[src/rtl/hex_display_arbiter.sv]
// Round-robin arbiter sharing the six HEX digits among NUM_REQ requesters.
// Grants are held for whole HOLD_CYCLES periods; the owner's value is decoded active-low.
module hex_display_arbiter #(
    parameter int NUM_REQ     = 4,
    parameter int HOLD_CYCLES = 1000
) (
    input  logic                       CLK,
    input  logic                       RST,
    input  logic [NUM_REQ-1:0]         REQ,
    input  logic [24*NUM_REQ-1:0]      DATA,
    output logic [NUM_REQ-1:0]         GNT,
    output logic                       ACTIVE,
    output logic [$clog2(NUM_REQ)-1:0] OWNER,
    output logic [6:0]                 HEX0,
    output logic [6:0]                 HEX1,
    output logic [6:0]                 HEX2,
    output logic [6:0]                 HEX3,
    output logic [6:0]                 HEX4,
    output logic [6:0]                 HEX5
);
    localparam int          OW = $clog2(NUM_REQ);
    localparam int          CW = (HOLD_CYCLES > 1) ? $clog2(HOLD_CYCLES) : 1;
    localparam int unsigned NR = NUM_REQ;

    typedef enum logic {S_IDLE, S_HOLD} state_t;

    state_t        r_state, w_state_nxt;
    logic [OW-1:0] r_owner, w_owner_nxt;
    logic [CW-1:0] r_cnt,   w_cnt_nxt;
    logic [23:0]   r_data,  w_data_nxt;

    logic          w_found;
    logic [OW-1:0] w_win;
    logic [23:0]   w_win_data;
    logic [23:0]   w_own_data;
    logic          w_own_req;
    logic          w_hold_end;

    // Search OWNER+1 .. OWNER+NUM_REQ; the owner itself comes last, so the same
    // winner serves both the IDLE start and the hold-end handover/extension.
    always_comb begin
        w_found = 1'b0;
        w_win   = r_owner;
        for (int unsigned off = 1; off <= NR; off++) begin
            int unsigned idx;
            idx = (32'(r_owner) + off) % NR;
            if (!w_found && REQ[idx]) begin
                w_found = 1'b1;
                w_win   = OW'(idx);
            end
        end
    end

    always_comb begin
        w_win_data = '0;
        w_own_data = '0;
        w_own_req  = 1'b0;
        for (int unsigned i = 0; i < NR; i++) begin
            if (OW'(i) == w_win) begin
                w_win_data = DATA[24*i +: 24];
            end
            if (OW'(i) == r_owner) begin
                w_own_data = DATA[24*i +: 24];
                w_own_req  = REQ[i];
            end
        end
    end

    assign w_hold_end = (r_cnt == CW'(HOLD_CYCLES - 1));

    always_comb begin
        w_state_nxt = r_state;
        w_owner_nxt = r_owner;
        w_cnt_nxt   = r_cnt;
        w_data_nxt  = r_data;
        case (r_state)
            S_IDLE: begin
                if (w_found) begin
                    w_state_nxt = S_HOLD;
                    w_owner_nxt = w_win;
                    w_cnt_nxt   = '0;
                    w_data_nxt  = w_win_data;
                end
            end
            S_HOLD: begin
                if (w_hold_end) begin
                    if (w_found) begin
                        w_owner_nxt = w_win;
                        w_cnt_nxt   = '0;
                        w_data_nxt  = w_win_data;
                    end else begin
                        w_state_nxt = S_IDLE;
                    end
                end else begin
                    w_cnt_nxt = r_cnt + CW'(1);
                    if (w_own_req) begin
                        w_data_nxt = w_own_data;
                    end
                end
            end
            default: w_state_nxt = S_IDLE;
        endcase
    end

    always_ff @(posedge CLK) begin
        if (RST) begin
            r_state <= S_IDLE;
            r_owner <= OW'(NUM_REQ - 1);
            r_cnt   <= '0;
            r_data  <= '0;
        end else begin
            r_state <= w_state_nxt;
            r_owner <= w_owner_nxt;
            r_cnt   <= w_cnt_nxt;
            r_data  <= w_data_nxt;
        end
    end

    function automatic logic [6:0] seg7(input logic [3:0] n);
        case (n)
            4'h0: seg7 = 7'h40;  4'h1: seg7 = 7'h79;
            4'h2: seg7 = 7'h24;  4'h3: seg7 = 7'h30;
            4'h4: seg7 = 7'h19;  4'h5: seg7 = 7'h12;
            4'h6: seg7 = 7'h02;  4'h7: seg7 = 7'h78;
            4'h8: seg7 = 7'h00;  4'h9: seg7 = 7'h10;
            4'hA: seg7 = 7'h08;  4'hB: seg7 = 7'h03;
            4'hC: seg7 = 7'h46;  4'hD: seg7 = 7'h21;
            4'hE: seg7 = 7'h06;  default: seg7 = 7'h0E;
        endcase
    endfunction

    always_comb begin
        ACTIVE = (r_state == S_HOLD);
        OWNER  = r_owner;
        for (int unsigned i = 0; i < NR; i++) begin
            GNT[i] = ACTIVE && (OW'(i) == r_owner);
        end
        HEX0 = ACTIVE ? seg7(r_data[3:0])   : 7'h7F;
        HEX1 = ACTIVE ? seg7(r_data[7:4])   : 7'h7F;
        HEX2 = ACTIVE ? seg7(r_data[11:8])  : 7'h7F;
        HEX3 = ACTIVE ? seg7(r_data[15:12]) : 7'h7F;
        HEX4 = ACTIVE ? seg7(r_data[19:16]) : 7'h7F;
        HEX5 = ACTIVE ? seg7(r_data[23:20]) : 7'h7F;
    end
endmodule

[config.mk]
export PLATFORM = sky130hd
export DESIGN_NAME = hex_display_arbiter
export DESIGN_NICKNAME = d
export VERILOG_FILES = /design/src/rtl/hex_display_arbiter.sv
export SDC_FILE = /design/constraint.sdc
export NUM_CORES = 1
export LEC_CHECK = 0
export BUFFER_PORTS_ARGS = -buffer_cell sky130_fd_sc_hd__buf_2
export CAP_MARGIN = 25
export CORE_MARGIN = 4
export CORE_UTILIZATION = 50
export DETAILED_ROUTE_END_ITERATION = 10
export PLACE_DENSITY = 0.78
export SLEW_MARGIN = 15
export SYNTH_ARGS = -nofsm -noshare
export SYNTH_HDL_FRONTEND = slang
export SYNTH_SLANG_ARGS = --single-unit
[constraint.sdc]
create_clock -name CLK -period 3.62 [get_ports CLK]
set_input_delay 0.362 -clock CLK [delete_from_list [all_inputs] [get_ports CLK]]
set_output_delay 0.362 -clock CLK [all_outputs]
set_load 0.01 [all_outputs]
==> metrics <==
status finished, final reports clean; post-synthesis net count 864; sequential share of the synthesized area 25.50%; Period minus WS final 3.477 ns; first-pass GRT wire length 29.39 mm; max-cap violations 0; Routed WL per cell approximately 18 um; input/output buffers 150; static leakage 3.465 nW; drt drc 0; Max Freq 287.6 MHz; CTS tree done; Critical Path Start Type flip-flop; final period utilization between 90% and 100%; Via density 5.845; Critical Path AT 3.70 ns; Die H 119.4 um; YS warnings 0; Main synth FF type dfxtp_1; CTS buffer count 9; full die area 14250 um^2; row count 40; EDFF count, synth 0; CP endpoint kind flip-flop; Final Skew approximately 0.0063 ns; Synth Instances 721; top-area cell type share of the netlist area approximately 26%; area share of fa/ha/maj cells after synthesis 8.273%; #FFs+latches synth just under 80; syn_area_per_cell 8.600 um^2; worst setup path class reg2reg; initial antenna violation count 0; DRT Pass-1 Iters 5; CP required 3.85 ns; worst-skew pair later-pin latency 0.34 ns; Worst Path Max Fanout 9; synth unique cells 71; IO Count between 150 and 200; antenna cells 0; Rel. slew slack 62.91%; CTS sink cnt 79; maximum vdd drop 0.3261 mV; CORE AREA 12060 um^2; hold_buf cts 0; DRT antenna net count 0; Worst-path clk slew about 0.060 ns; Hold Path Class in2reg; Post-synth top cells dfxtp_1, mux2i_1, nand2_1; Final Max Slew Viols 0; FFs w/ async S/R, synth 0%; GRT Total Usage ~25%; proportion of synthesized area in mux cells 14.47%; Max Buffers Root-to-Sink 2; hold depth 2; final WL 18.73 mm; via count of the routed design around 6000; most frequent cell after synthesis dfxtp_1; Routability Congestion 0.9384; synth top area cells dfxtp_1, mux2i_1, ha_1, nand2b_1, nand2_1; htree depth 3; remaining global-route overflow 0; Starting DRT DRC Count 542; Final HPWL DP roughly 14 mm; worst slew pin tran about 0.56 ns; complex-gate fraction of the synthesized area 25.52%; setup total negative slack 0 ns; Cell Pwr Density 618.2 nW/um^2; clock root cell clkbuf_16; largest area contributor in the netlist dfxtp_1; DIE WIDTH 119.4 um; Layout area overhead 24.17%; Hold Fails Final Rpt 0; layout cells sized above 1 31.41%; final setup fails 0; final hold slack 0.3906 ns; Mapped Area 6201 um^2; largest family of logic cells by synthesized area compound AO/OA/AOI/OAI gates; vias in the first global route around 5900; Reg2Reg Depth 11; largest net degree at the start of global routing 49; Initial Util 51.41%; post-synthesis xor/xnor area fraction 1.554%; Final Net Count about 1000; simple-gate share of the synthesized area 17.53%
==> routing by layer <==
metal / global-route usage [%] / wire, um / vias up
met5: 0 / 0 / -
met4: 7.373 / 354 / 0
met3: 5.603 / 1632 / 32
met2: 40.97 / 8573 / 281
met1: 33.86 / 8166 / 2892
li1: - / - / 2950
==> kinds of logic (layout without fill, tap and decap cells) <==
group	count (synthesis)	count (layout)
simple gates	209	210
compound gates	198	198
buf+inv	102	265
mux	81	81
flops	79	79
fa+ha+maj	41	41
xor+xnor	11	11
==> worst max-delay path, cell delays in order (launching register included) <==
cell and delay [ns]:
dfxtp_4 0.40, inv_4 0.06, ha_4 0.32, mux4_2 0.31, nor2b_2 0.20, or2_1 0.26, nand2_4 0.14, mux4_2 0.53
o221a_2 0.35, ha_1 0.24, or3_1 0.39, o211a_1 0.14
==> final timing paths <==
check                 from         to  slack [ns]
hold / removal         RST   r_cnt[4]        0.39
setup reg to reg  OWNER[0]  flip-flop        0.14
hold reg to reg   r_cnt[1]   r_cnt[1]        0.51
setup / recovery  OWNER[0]  flip-flop        0.14
==> final cells by class <==
class / instances / area, um^2
clock inverters: 5 / 55.05
inverters: 46 / 175.2
multi-input cells: 541 / 4242
flip-flops and latches: 79 / 1590
fillers: 1055 / 4362
repair buffers: 203 / 1175
clock buffers: 11 / 252.7
well taps: 168 / 210.2
==> power by group <==
part	internal [mW]	switching, mW	total (mW)
registers	1.16	0.0680	1.22
logic	1.20	1.40	2.61
clock network	0.571	0.359	0.930
==> cell usage in the layout, fill, tap and decap left out, drive strengths merged, types with 4 or more instances in the layout <==
cell type | Yosys | final
o211ai | 13 | 13
dfxtp | 79 | 79
a21oi | 12 | 12
nand2b | 44 | 44
nor2b | 23 | 23
o221a | 9 | 9
mux4 | 5 | 5
a211o | 6 | 6
a211oi | 18 | 18
nand2 | 62 | 62
nand3 | 10 | 10
o31ai | 11 | 11
o211a | 4 | 4
and2 | 8 | 9
inv | 46 | 47
nor3 | 16 | 16
nand3b | 4 | 4
o311ai | 9 | 9
mux2 | 13 | 13
o22ai | 8 | 8
o21ai | 22 | 22
or3 | 4 | 4
mux2i | 63 | 63
a22o | 10 | 10
nor2 | 24 | 24
ha | 41 | 41
buf | 22 | 203
or2 | 4 | 4
clkbuf | 34 | 11
o2bb2ai | 4 | 4
a221oi | 22 | 22
xnor2 | 8 | 8
a21boi | 10 | 10
a21o | 9 | 9
==> through the flow <==
stage	utilization, %	area (um^2)	total power, mW	setup WS [ns]	std cells
after floorplan	-	6233	3.035	0.006102	721
after CTS	62.91	7589	4.649	0.03782	1043
after global routing	63.84	7700	5.077	-0.009207	1053
after global placement	60.36	7281	3.659	0.1205	1027
after detailed placement	60.36	7281	3.701	0.04043	1027
final	63.84	7700	4.760	0.1435	1053
==> what timing repair did <==
item,4_1_cts,5_1_grt
hold endpoints to repair,0,0
endpoints found under the setup margin,0,29
setup buffers,0,8
resized for setup,0,11
No activity file was read; power rests on OpenSTA's default activity.
